==> src/rtl/matmul_seq_ctrl.sv <==
// Command-stream sequencer for the matrix-multiply engine: loads A/B from the UART byte
// stream, steps the MAC through every C[i][j] and streams each result out MSB first.
module matmul_seq_ctrl #(
  parameter int MAX_N     = 4,
  parameter int ADDR_W    = 4,
  parameter int ACC_W     = 24,
  parameter int RES_BYTES = 3
) (
  input  logic              clk,
  input  logic              rst,
  input  logic              rx_valid,
  input  logic [7:0]        rx_data,
  output logic              buf_we,
  output logic              buf_sel,
  output logic [ADDR_W-1:0] buf_waddr,
  output logic [7:0]        buf_wdata,
  output logic [ADDR_W-1:0] rd_addr_a,
  output logic [ADDR_W-1:0] rd_addr_b,
  output logic              mac_clr,
  output logic              mac_en,
  input  logic [ACC_W-1:0]  acc_in,
  output logic              tx_start,
  output logic [7:0]        tx_data,
  input  logic              tx_busy,
  output logic              busy,
  output logic              err,
  output logic              done
);

  localparam int CW = ADDR_W / 2;
  localparam int BW = (RES_BYTES > 1) ? $clog2(RES_BYTES) : 1;
  localparam int RW = RES_BYTES * 8;

  typedef enum logic [2:0] {
    S_IDLE, S_LOAD_A, S_LOAD_B, S_CLR, S_MAC, S_DRAIN, S_SEND, S_WAIT_TX
  } state_t;

  state_t            state_q, state_d;
  logic [CW:0]       n_q, n_d;
  logic [CW-1:0]     row_q, row_d, col_q, col_d, k_q, k_d;
  logic [BW-1:0]     byte_q, byte_d;
  logic              drain_q, drain_d;
  logic              first_q, first_d;
  logic [RW-1:0]     res_q, res_d;
  logic              buf_we_q, buf_we_d, buf_sel_q, buf_sel_d;
  logic [ADDR_W-1:0] waddr_q, waddr_d;
  logic [7:0]        wdata_q, wdata_d;
  logic              mac_en_q, mac_en_d, err_q, err_d, done_q, done_d;

  logic [CW:0] n_last;
  logic        last_col, last_row, last_k, size_ok;

  assign n_last   = n_q - (CW+1)'(1);
  assign last_col = ({1'b0, col_q} == n_last);
  assign last_row = ({1'b0, row_q} == n_last);
  assign last_k   = ({1'b0, k_q} == n_last);
  assign size_ok  = (rx_data != 8'd0) && (rx_data <= 8'(MAX_N));

  always_ff @(posedge clk) begin
    if (rst) begin
      state_q  <= S_IDLE;
      n_q      <= '0;
      row_q    <= '0;
      col_q    <= '0;
      k_q      <= '0;
      byte_q   <= '0;
      drain_q  <= 1'b0;
      first_q  <= 1'b0;
      res_q    <= '0;
      buf_we_q <= 1'b0;
      buf_sel_q <= 1'b0;
      waddr_q  <= '0;
      wdata_q  <= '0;
      mac_en_q <= 1'b0;
      err_q    <= 1'b0;
      done_q   <= 1'b0;
    end else begin
      state_q  <= state_d;
      n_q      <= n_d;
      row_q    <= row_d;
      col_q    <= col_d;
      k_q      <= k_d;
      byte_q   <= byte_d;
      drain_q  <= drain_d;
      first_q  <= first_d;
      res_q    <= res_d;
      buf_we_q <= buf_we_d;
      buf_sel_q <= buf_sel_d;
      waddr_q  <= waddr_d;
      wdata_q  <= wdata_d;
      mac_en_q <= mac_en_d;
      err_q    <= err_d;
      done_q   <= done_d;
    end
  end

  always_comb begin
    state_d   = state_q;
    n_d       = n_q;
    row_d     = row_q;
    col_d     = col_q;
    k_d       = k_q;
    byte_d    = byte_q;
    drain_d   = drain_q;
    first_d   = first_q;
    res_d     = res_q;
    buf_we_d  = 1'b0;
    buf_sel_d = buf_sel_q;
    waddr_d   = waddr_q;
    wdata_d   = wdata_q;
    mac_en_d  = 1'b0;
    err_d     = 1'b0;
    done_d    = 1'b0;
    mac_clr   = 1'b0;
    tx_start  = 1'b0;
    rd_addr_a = '0;
    rd_addr_b = '0;

    unique case (state_q)
      S_IDLE: begin
        if (rx_valid) begin
          if (size_ok) begin
            n_d     = rx_data[CW:0];
            row_d   = '0;
            col_d   = '0;
            state_d = S_LOAD_A;
          end else begin
            err_d = 1'b1;
          end
        end
      end
      S_LOAD_A, S_LOAD_B: begin
        if (rx_valid) begin
          buf_we_d  = 1'b1;
          buf_sel_d = (state_q == S_LOAD_B);
          waddr_d   = {row_q, col_q};
          wdata_d   = rx_data;
          if (last_col) begin
            col_d = '0;
            if (last_row) begin
              row_d   = '0;
              state_d = (state_q == S_LOAD_A) ? S_LOAD_B : S_CLR;
            end else begin
              row_d = row_q + CW'(1);
            end
          end else begin
            col_d = col_q + CW'(1);
          end
        end
      end
      S_CLR: begin
        mac_clr = 1'b1;
        k_d     = '0;
        state_d = S_MAC;
      end
      S_MAC: begin
        rd_addr_a = {row_q, k_q};
        rd_addr_b = {k_q, col_q};
        mac_en_d  = 1'b1;
        if (last_k) begin
          k_d     = '0;
          drain_d = 1'b0;
          state_d = S_DRAIN;
        end else begin
          k_d = k_q + CW'(1);
        end
      end
      S_DRAIN: begin
        // First cycle lets the final mac_en land in the accumulator.
        if (!drain_q) begin
          drain_d = 1'b1;
        end else begin
          res_d   = RW'(acc_in);
          byte_d  = '0;
          state_d = S_SEND;
        end
      end
      S_SEND: begin
        if (!tx_busy) begin
          tx_start = 1'b1;
          first_d  = 1'b1;
          state_d  = S_WAIT_TX;
        end
      end
      S_WAIT_TX: begin
        // The transmitter may not raise busy until the cycle after tx_start.
        if (first_q) begin
          first_d = 1'b0;
        end else if (!tx_busy) begin
          if (byte_q != BW'(RES_BYTES - 1)) begin
            byte_d  = byte_q + BW'(1);
            state_d = S_SEND;
          end else if (last_col) begin
            col_d = '0;
            if (last_row) begin
              row_d   = '0;
              done_d  = 1'b1;
              state_d = S_IDLE;
            end else begin
              row_d   = row_q + CW'(1);
              state_d = S_CLR;
            end
          end else begin
            col_d   = col_q + CW'(1);
            state_d = S_CLR;
          end
        end
      end
      default: state_d = S_IDLE;
    endcase
  end

  assign tx_data   = 8'(res_q >> (8 * (RES_BYTES - 1 - int'(byte_q))));
  assign buf_we    = buf_we_q;
  assign buf_sel   = buf_sel_q;
  assign buf_waddr = waddr_q;
  assign buf_wdata = wdata_q;
  assign mac_en    = mac_en_q;
  assign err       = err_q;
  assign done      = done_q;
  assign busy      = (state_q != S_IDLE);

endmodule

==> config.mk <==
export PLATFORM = sky130hd
export DESIGN_NAME = matmul_seq_ctrl
export DESIGN_NICKNAME = d
export VERILOG_FILES = /design/src/rtl/matmul_seq_ctrl.sv
export SDC_FILE = /design/constraint.sdc
export NUM_CORES = 1
export LEC_CHECK = 0
export CORE_UTILIZATION = 40
export DETAILED_ROUTE_END_ITERATION = 7
export DONT_BUFFER_PORTS = 1
export HOLD_SLACK_MARGIN = 0.15
export PLACE_DENSITY = 0.52
export SLEW_MARGIN = 20
export SYNTH_ARGS = -nofsm -noshare
export SYNTH_HDL_FRONTEND = slang
export SYNTH_SLANG_ARGS = --single-unit
export TNS_END_PERCENT = 100
==> constraint.sdc <==
create_clock -name clk -period 2.4 [get_ports clk]
set_input_delay 0.48 -clock clk [delete_from_list [all_inputs] [get_ports clk]]
set_output_delay 0.48 -clock clk [all_outputs]
set_load 0.02 [all_outputs]
# Word level (Yosys, flattened, before mapping)
# Index checks and enable logic that the tools add are counted.
# W data, S select, Z words.
totals:
  reg_bits: 57
  in_bits: 36
  output_inout_bits: 36
  elab_cells: 123
classes:
  n_addsub: 6
  magnitude_cmp: 1
  eq_ne: 23
  shifts: 1
  muxes: 50
  n_bitwise: 5
  n_reduce_logical: 21
op_table:
  columns: ["op", "n"]
  rows:
  - ["$mux W2", 19]
  - ["$mux W3", 12]
  - ["$shr A24 B32 Y8", 1]
  - ["$ne A2 B2 Y1 const B", 13]
  - ["$pmux W3 S7", 1]
  - ["$eq A3 B3 Y1 const B", 4]
  - ["$pmux W2 S3", 2]
  - ["$mux W1", 10]
  - ["$reduce_and A10 Y1", 1]
  - ["$eq A2 B3 Y1", 3]
  - ["$add A2 B1 Y2 const B", 4]
  - ["$le A8 B3 Y1 const B", 1]
  - ["$mux W4", 2]
  - ["$pmux W2 S2", 2]
  - ["$reduce_and A2 Y1", 4]
  - ["$reduce_bool A2 Y1", 4]
  - ["$reduce_bool A8 Y1", 1]
  - ["$reduce_and A7 Y1", 1]
  - ["$eq A3 B2 Y1 const B", 2]
  - ["$reduce_bool A3 Y1", 2]
  - ["$reduce_or A6 Y1", 1]
  - ["$not A1 Y1", 5]
  - ["$reduce_and A5 Y1", 1]
  - ["$pmux W1 S2", 2]
  - ["8 further kinds", 9]

# Depth between registers and ports, before layout
# Gate-level depths: netlist of the first run.
logic_depth:
  ltp_word: 8
  mapped_depth: 10
  ltp_nobuf: 8

# Worst setup path before layout of the first run
# OpenSTA, ideal clock, no wires.
synth_path:
  path_type: "reg-to-output"
  start: "reg byte_q[0]"
  end: "out tx_data[4]"
  arrival_ns: 1.869
  required_ns: 1.920
  slack_ns: 0.051
  stages_incl_launch_ff: 9
  path_buffers: 2
  path_cell_list: "dfxtp_1 inv_1 ha_1 clkbuf_1 clkbuf_1 mux2i_1 nor2_1 a21oi_1 nor2_1"
synth_between:
  elab_chain_len: 2
synth_lines:
  columns: ["item", "line", "source"]
  rows:
  - ["start, declared", "41", "logic [BW-1:0] byte_q, byte_d;"]
  - ["start signal, assigned", "83", "byte_q <= byte_d;"]
  - ["$sub A2 B2 Y3", "213", "assign tx_data = 8'(res_q >> (8 * (RES_BYTES - 1 - int'(byte_q))));"]
  - ["$shr A24 B32 Y8", "213", null]
  - ["end, declared", "23", "output logic [7:0] tx_data,"]
# Every way passes these cells.

# Worst setup path after layout of the first run
layout_path:
  start: "reg byte_q[0]"
  end: "out tx_data[5]"
# Same word-level chain as after synthesis.

==> impl_metrics.csv, run 1 <==
group,metric,value,unit
synthesis,netlist_instances,356,
worst_hold_path,holdCritPathClass,"in -> reg",
synthesis,synthSimpleGateAreaFrac,27.5,%
synthesis,synth_nets,395,
outcome,status,"finished, final reports clean",
synthesis,synthDistinctLibCells,48,
sta,layout_min_cycle_time,2.21,ns
cells_and_area,finalNonFillerCells,443,
detailed_routing,route.vias.total,2348,
grt,grt_pass1_wl,10.8,mm
synthesis,synth_common_cells,"nand2_1 (86), dfxtp_1 (57), a21oi_1 (47)",
floorplanning,start_util,42.6,%
power,peakVddDrop,0.382,mV
cells_and_area,final_core_util,47.4,%
cells_and_area,area_growth,11.4,%
power,powerDensity,607,mW/mm²
synthesis,synth_area_leaders,"dfxtp_1 (41%), nand2_1 (12%), a21oi_1 (8.5%)",
synthesis,yosys_warnings,0,
floorplanning,core-area,0.00649,mm²
floorplanning,die_height,85.1,µm
floorplanning,rows,29,
placement,placement.io_buffers,0,
synthesis,synth-edff-count,0,
sta,worst_pin_slew,0.552,ns
worst_setup_path,worstSetupEndpointType,"output port",
grt,track_usage,19.1,%
clock_network,root_buffer,"clkbuf_8",
sta,setup_viol,0,
clock_network,cts_tree,"done",
detailed_routing,first_iter_violations,105,
synthesis,synthAdderAreaFrac,1.36,%
synthesis,yosys_most_used_dff,"dfxtp_1",
detailed_routing,drc,0,
sta,final_max_slew_viol_count,0,
synthesis,synth_top_area_cell,"dfxtp_1",
worst_setup_path,path_max_fanout,5,
clock_network,cts_buffers,9,
sta,fin_crit_sh,92.2,%
placement,post-place-cells,426,
clock_network,cts.sinks,57,
clock_network,clock_path_buffers,2,
synthesis,avgSynthCellArea,7.77,µm²
clock_network,clock_latency,0.33,ns
grt,grt_pass1_vias,2229,
synthesis,synthArstFlopShare,0,%
clock_network,hold_buffers,0,
floorplanning,num_io_pins,72,
worst_setup_path,path_class,"reg -> out",
synthesis,synth-compound-area-share,15.2,%
synthesis,yosysMostFrequentCell,"nand2_1",
synthesis,netlist_area,0.00277,mm²
floorplanning,die_w,85.1,µm
clock_network,clk_pin_slew,0.07,ns
floorplanning,design.die.area,0.00725,mm²
detailed_routing,first_pass_iters,4,
placement,place.gp.congestion,0.763,
detailed_routing,via_per_inst,5.30,
job,max-cap-violations,0,
synthesis,synthMuxAreaShare,5.79,%
sta,finalHoldViolCount,0,
cells_and_area,diodes,0,
grt,grt_start_max_net_pins,60,
detailed_routing,wl,6.52,mm
sta,slew_headroom,63.1,%
synthesis,ys_seq_area_share,41.3,%
sta,fin_setup_tns,0,ns
worst_setup_path,cp.arrival,1.73,ns
grt,antenna_found_initial,0,
worst_setup_path,required,1.92,ns
sta,fmax,452,MHz
cells_and_area,drive_gt1_share,12.8,%
synthesis,ys_ff_latch,57,
sta,skew,0.00658,ns
power,power.leakage,1.15,nW
synthesis,synth_top_family_by_area,"simple AND/OR/NAND/NOR gates",
clock_network,h-tree-depth,3,
synthesis,synth_top_area_share,41.3,%
detailed_routing,routedWlPerCell,14.7,µm
sta,rsz0062_at_grt,"false",
placement,dp_hpwl,4.41,mm
worst_setup_path,start_kind,"flip-flop",
cells_and_area,layout.nets,401,
synthesis,synth_xor_area_share,2.53,%
grt,overflow,0,
detailed_routing,ant_nets,0,
## what timing repair did
action                                  in CTS  in global routing
pin swaps                                    0                  1
endpoints found under the setup margin       5                  4
buffers inserted                             0                  2
resized for setup                            2                  1
cloned                                       0                  0
## path summary, 6_finish.rpt
check / end / from / slack [ns] / cells after the start
setup / recovery: tx_data[5] / byte_q[0]$_SDFFE_PP0P_ / 0.19 / 8
hold / removal: res_q[12]$_SDFFE_PP0P_ / rst / 0.21 / 1
setup reg to reg: state_q[0]$_SDFFE_PP0P_ / n_q[0]$_SDFFE_PP0P_ / 0.21 / 8
hold reg to reg: res_q[7]$_SDFFE_PP0P_ / res_q[7]$_SDFFE_PP0P_ / 0.45 / 2
## state kept, by name, summed over array words and instances, names as in the netlist
register	cells
col_q	2
mac_en	1
done	1
buf_we	1
first_q	1
drain_q	1
err	1
row_q	2
buf_wdata	8
buf_sel	1
state_q	3
res_q	24
k_q	2
n_q	3
byte_q	2
buf_waddr	4
## per-layer routing
| metal | vias to the layer above | share of wire [%] | GRT usage [%] |
|---|---|---|---|
| li1 | 1212 | - | - |
| met5 | - | 0 | 0 |
| met1 | 1063 | 46 | 23.5 |
| met3 | 8 | 6.1 | 7.39 |
| met2 | 65 | 47 | 30.6 |
| met4 | 0 | 1.0 | 6.63 |
## placed cells by master (no fill, tap or decap), types with 2 or more instances in the layout
master and count:
o22a_1 4, buf_4 22, clkinv_2 2, or4_1 2, nor4b_1 2, a211oi_1 2, a31oi_1 2, nor3_1 4
or2_2 3, xnor2_1 5, a21oi_1 47, and3_1 7, inv_1 5, clkbuf_8 11, ha_1 2, dfxtp_1 56
nand2b_1 3, nand2_1 86, nand3_1 4, or3_1 2, mux2i_1 16, o21ai_0 8, xor2_1 3, nor2_1 45
## worst max-delay path: stages, from the launching register on
cell and delay, ns:
dfxtp_1 0.32, inv_1 0.08, ha_4 0.29, buf_4 0.15, mux2i_1 0.18, nor2_1 0.06
a21oi_1 0.11, nor2_1 0.05, buf_4 0.16
## logic make-up after synthesis
group | Yosys count
compound gates | 73
xor+xnor | 8
fa+ha+maj | 3
buf+inv | 32
flops | 57
mux | 16
simple gates | 167
## report_power, final
group	switching (mW)	total [mW]	internal [mW]
Clock	0.363	0.890	0.527
Combinational	0.0142	0.0259	0.0117
Sequential	0.00424	0.953	0.949
## metrics by stage
step           hold WS, ns  total power [mW]  cell area, µm²  setup WS (ns)
2_1_floorplan        0.436              1.01            2770         0.0511
3_3_place_gp         0.437              1.00            2860          0.162
3_5_place_dp         0.440              1.00            2860          0.121
4_1_cts              0.192              1.91            3060         0.0833
5_1_grt              0.187              1.95            3080         0.0281
6_report             0.213              1.87            3080          0.188
## cell type report
type                            count  area (µm²)
Sequential cell                    57        1140
Tap cell                           77        96.3
Clock buffer                       12         155
Multi-Input combinational cell    267        1460
Fill cell                         688        3420
Clock inverter                      3        40.0
Inverter                            5        18.8
Timing Repair Buffer               22         165
(Power assumes the default switching activity.)
==> run 2: changes to the inputs <==
- clock period: 2.4 -> 2.71 ns (I/O delays scaled with it)
==> impl_metrics.csv, run 2 (synthesized netlist as in run 1, its figures left out) <==
group,metric,value,unit
outcome,status,"finished, final reports clean",
placement,placement.io_buffers,0,
clock_network,cts.sinks,57,
cells_and_area,largest_reg_flops,24,
sta,fmax,397,MHz
worst_setup_path,cpLargestDelayFamily,"adder cells",
sta,fin_crit_sh,92.9,%
floorplanning,rows,29,
job,max-cap-violations,0,
sta,fin_setup_tns,0,ns
power,peakVddDrop,0.304,mV
floorplanning,start_util,42.6,%
worst_setup_path,critPathBufInv,3,
sta,rsz0062_at_grt,"false",
clock_network,clk_pin_slew,0.06,ns
sta,worst_pin_slew,0.583,ns
sta,finalHoldViolCount,0,
cells_and_area,drive_gt1_share,10.1,%
detailed_routing,first_pass_iters,4,
clock_network,h-tree-depth,3,
sta,layout_min_cycle_time,2.52,ns
worst_setup_path,required,2.17,ns
cells_and_area,diodes,0,
cells_and_area,area_growth,7.60,%
cells_and_area,layout.nets,395,
placement,dp_hpwl,4.42,mm
detailed_routing,drc,0,
floorplanning,design.die.area,0.00725,mm²
sta,slew_headroom,61.1,%
floorplanning,die_height,85.1,µm
placement,post-place-cells,422,
floorplanning,num_io_pins,72,
detailed_routing,wl,6.45,mm
clock_network,cts_tree,"done",
cells_and_area,final_core_util,45.8,%
detailed_routing,met3_length,385,µm
clock_network,post_cts_resized,0,
worst_setup_path,max_stage_delay,0.43,ns
grt,grt_pass1_vias,2175,
cells_and_area,regMostFlops,"res_q",
worst_hold_path,holdCritPathClass,"in -> reg",
worst_setup_path,worstSetupEndpointType,"output port",
cells_and_area,finalNonFillerCells,435,
worst_setup_path,path_max_fanout,7,
grt,grt_start_max_net_pins,60,
power,finalPower,1.51,mW
clock_network,cts_buffers,9,
clock_network,clock_latency,0.33,ns
clock_network,hold_buffers,0,
grt,overflow,0,
detailed_routing,wl_met1,2.93,mm
detailed_routing,via_per_inst,5.43,
worst_setup_path,cp.arrival,1.97,ns
sta,final_max_slew_viol_count,0,
worst_setup_path,path_cells,"inv_1 -> ha_1 -> buf_4 -> mux2i_1 -> nor2_1 -> a21oi_1 -> nor2_1 -> buf_4",
power,powerDensity,508,mW/mm²
clock_network,cts_setup_buffers,0,
floorplanning,die_w,85.1,µm
cells_and_area,final_cell_mix,"nand2_1 (86), dfxtp_1 (57), a21oi_1 (47)",
floorplanning,core-area,0.00649,mm²
clock_network,root_buffer,"clkbuf_8",
sta,setup_viol,0,
power,power.leakage,1.09,nW
cells_and_area,layout_commonest_cell,"nand2_1",
worst_setup_path,start_kind,"flip-flop",
worst_setup_path,path_class,"reg -> out",
grt,antenna_found_initial,0,
placement,place.gp.congestion,0.786,
detailed_routing,dr.max_layer_used,"met4",
worst_setup_path,cp_slowest_cell,"ha_1",
sta,skew,0.00673,ns
grt,track_usage,19.1,%
detailed_routing,route.vias.total,2360,
grt,grt_pass1_wl,10.6,mm
detailed_routing,dr_wl_met2,3.02,mm
detailed_routing,routedWlPerCell,14.8,µm
clock_network,clock_path_buffers,2,
detailed_routing,ant_nets,0,
detailed_routing,first_iter_violations,136,
run 2: changes by cell type in the layout (fill, tap and decap cells not counted):
cell,change
buf_4,-6
bufinv_16,-1
clkbuf_1,+1
clkbuf_8,-1
clkinv_2,-1
dfxtp_1,+1
dfxtp_2,-1
ha_1,+1
ha_4,-1
run 2: per-layer routing:
layer  vias up  GRT usage [%]
li1       1188              -
met1      1080           23.9
met5         -              0
met4         0           8.78
met3        14           7.30
met2        78           29.2
run 2: report_power, final:
group / switching, mW / internal [mW] / total (mW)
clock: 0.306 / 0.340 / 0.646
sequential: 0.00512 / 0.841 / 0.846
combinational: 0.0107 / 0.00985 / 0.0206
run 2: final timing paths:
| path | slack (ns) | startpoint | to | cells after the start |
|---|---|---|---|---|
| worst max register to register | 0.43 | n_q[0]$_SDFFE_PP0P_ | state_q[0]$_SDFFE_PP0P_ | 8 |
| worst min-delay path | 0.28 | rst | res_q[20]$_SDFFE_PP0P_ | 1 |
| worst max-delay path | 0.19 | byte_q[0]$_SDFFE_PP0P_ | tx_data[4] | 8 |
| worst min register to register | 0.45 | res_q[10]$_SDFFE_PP0P_ | res_q[10]$_SDFFE_PP0P_ | 2 |
run 2: layout make-up:
cell class	count	area, µm²
well taps	77	96.3
clock buffers	12	145
flip-flops and latches	57	1140
inverters	5	18.8
repair buffers	16	120
clock inverters	1	5.00
fillers	667	3520
multi-input cells	267	1450
run 2: per-stage QoR:
stage	worst slack [ns]	area (µm²)	hold WS, ns
global placement	0.419	2830	0.436
floorplan	0.299	2770	0.436
CTS	0.114	2980	0.258
detailed placement	0.348	2830	0.440
global route	0.0247	2980	0.245
finish	0.194	2980	0.280
==> run 3: changes to the inputs <==
- HOLD_SLACK_MARGIN: 0.15 -> unset
- clock period: 2.71 -> 2.7 ns (I/O delays scaled with it)
==> impl_metrics.csv, run 3 (synthesized netlist as in run 1, its figures left out) <==
group,metric,value,unit
floorplanning,die_w,85.1,µm
floorplanning,start_util,42.6,%
worst_hold_path,hold_start,"rst",
worst_setup_path,cp.arrival,1.98,ns
cells_and_area,largest_reg_flops,24,
sta,fin_setup_tns,0,ns
outcome,status,"finished, final reports clean",
floorplanning,num_io_pins,72,
floorplanning,core-area,0.00649,mm²
grt,grt_pass1_vias,2227,
cells_and_area,layout.nets,395,
clock_network,clock_latency,0.34,ns
detailed_routing,routedWlPerCell,14.6,µm
worst_setup_path,worstSetupEndpointType,"output port",
detailed_routing,ant_nets,0,
grt,grt_pass1_wl,10.7,mm
clock_network,hold_buffers,0,
detailed_routing,wl,6.39,mm
grt,track_usage,19.1,%
detailed_routing,via_per_inst,5.44,
placement,dp_hpwl,4.41,mm
clock_network,post_cts_resized,0,
clock_network,clock_path_buffers,2,
worst_setup_path,worstSetupStartpoint,"byte_q[0]$_SDFFE_PP0P_",
sta,worst_pin_slew,0.594,ns
sta,rsz0062_at_grt,"false",
clock_network,h-tree-depth,3,
sta,final_max_slew_viol_count,0,
clock_network,root_buffer,"clkbuf_8",
worst_setup_path,reg2reg_from,"n_q[0]$_SDFFE_PP0P_",
cells_and_area,final_cell_mix,"nand2_1 (86), dfxtp_1 (57), a21oi_1 (47)",
placement,post-place-cells,422,
floorplanning,rows,29,
sta,finalHoldViolCount,0,
power,power.leakage,1.12,nW
grt,antenna_found_initial,0,
sta,fin_crit_sh,93.2,%
worst_setup_path,r2r_slack,0.40,ns
floorplanning,design.die.area,0.00725,mm²
power,powerDensity,551,mW/mm²
placement,place.gp.congestion,0.789,
job,max-cap-violations,0,
cells_and_area,diodes,0,
power,finalPower,1.66,mW
sta,layout_min_cycle_time,2.52,ns
cells_and_area,layout_commonest_cell,"nand2_1",
power,peakVddDrop,0.277,mV
detailed_routing,first_pass_iters,5,
detailed_routing,drc,0,
clock_network,clk_pin_slew,0.06,ns
grt,overflow,0,
sta,setup_viol,0,
clock_network,cts_tree,"done",
floorplanning,die_height,85.1,µm
worst_setup_path,path_class,"reg -> out",
clock_network,cts_buffers,9,
worst_hold_path,holdCritPathClass,"in -> reg",
placement,placement.io_buffers,0,
cells_and_area,regMostFlops,"res_q",
detailed_routing,first_iter_violations,166,
sta,slew_headroom,60.4,%
worst_setup_path,path_max_fanout,7,
sta,fmax,397,MHz
worst_setup_path,start_kind,"flip-flop",
grt,grt_start_max_net_pins,60,
cells_and_area,finalNonFillerCells,437,
clock_network,cts.sinks,57,
cells_and_area,area_growth,9.23,%
cells_and_area,drive_gt1_share,10.8,%
clock_network,cts_setup_buffers,0,
sta,skew,0.00488,ns
worst_setup_path,required,2.16,ns
detailed_routing,route.vias.total,2379,
[run 3: path summary, 6_finish.rpt]
check	end	cells after the start
setup / recovery	tx_data[4]	8
hold / removal	drain_q$_SDFFE_PP0P_	1
setup reg to reg	state_q[0]$_SDFFE_PP0P_	8
hold reg to reg	res_q[22]$_SDFFE_PP0P_	2
[run 3: layer usage]
layer / vias up / track usage [%] / wire length (µm)
met5: - / 0 / 0
met4: 0 / 8.17 / 116
met3: 10 / 7.00 / 348
met2: 57 / 30.4 / 2990
met1: 1113 / 23.2 / 2940
li1: 1199 / - / -
[run 3: power breakdown]
group          internal [mW]  switching [mW]  leakage [nW]
Clock                  0.468           0.327         0.102
Combinational        0.00987          0.0108         0.557
Sequential             0.844         0.00517         0.459
Total                   1.32           0.343          1.12
[run 3: final cells by class]
class	instances	area, µm²
multi-input combinational	267	1450
sequential	57	1140
tap	77	96.3
fill	678	3470
clock inverter	3	40.0
clock buffer	12	155
timing repair buffer	16	120
inverter	5	18.8
[run 3: critical path, cell delays in order (launching register included)]
cell     delay [ns]
dfxtp_1        0.33
inv_1          0.06
ha_1           0.41
buf_4          0.20
mux2i_1        0.24
nor2_1         0.07
a21oi_1        0.12
nor2_1         0.05
buf_4          0.16
[run 3: through the flow]
| step | worst slack, ns | hold WS (ns) | cell area (µm²) | utilization (%) |
|---|---|---|---|---|
| final | 0.183 | 0.266 | 3020 | 46.5 |
| after global routing | 0.0396 | 0.246 | 3020 | 46.5 |
| after CTS | 0.134 | 0.244 | 3020 | 46.5 |
| after detailed placement | 0.368 | 0.440 | 2830 | 43.5 |
| after global placement | 0.412 | 0.436 | 2830 | 43.5 |
| after floorplan | 0.291 | 0.436 | 2770 | - |
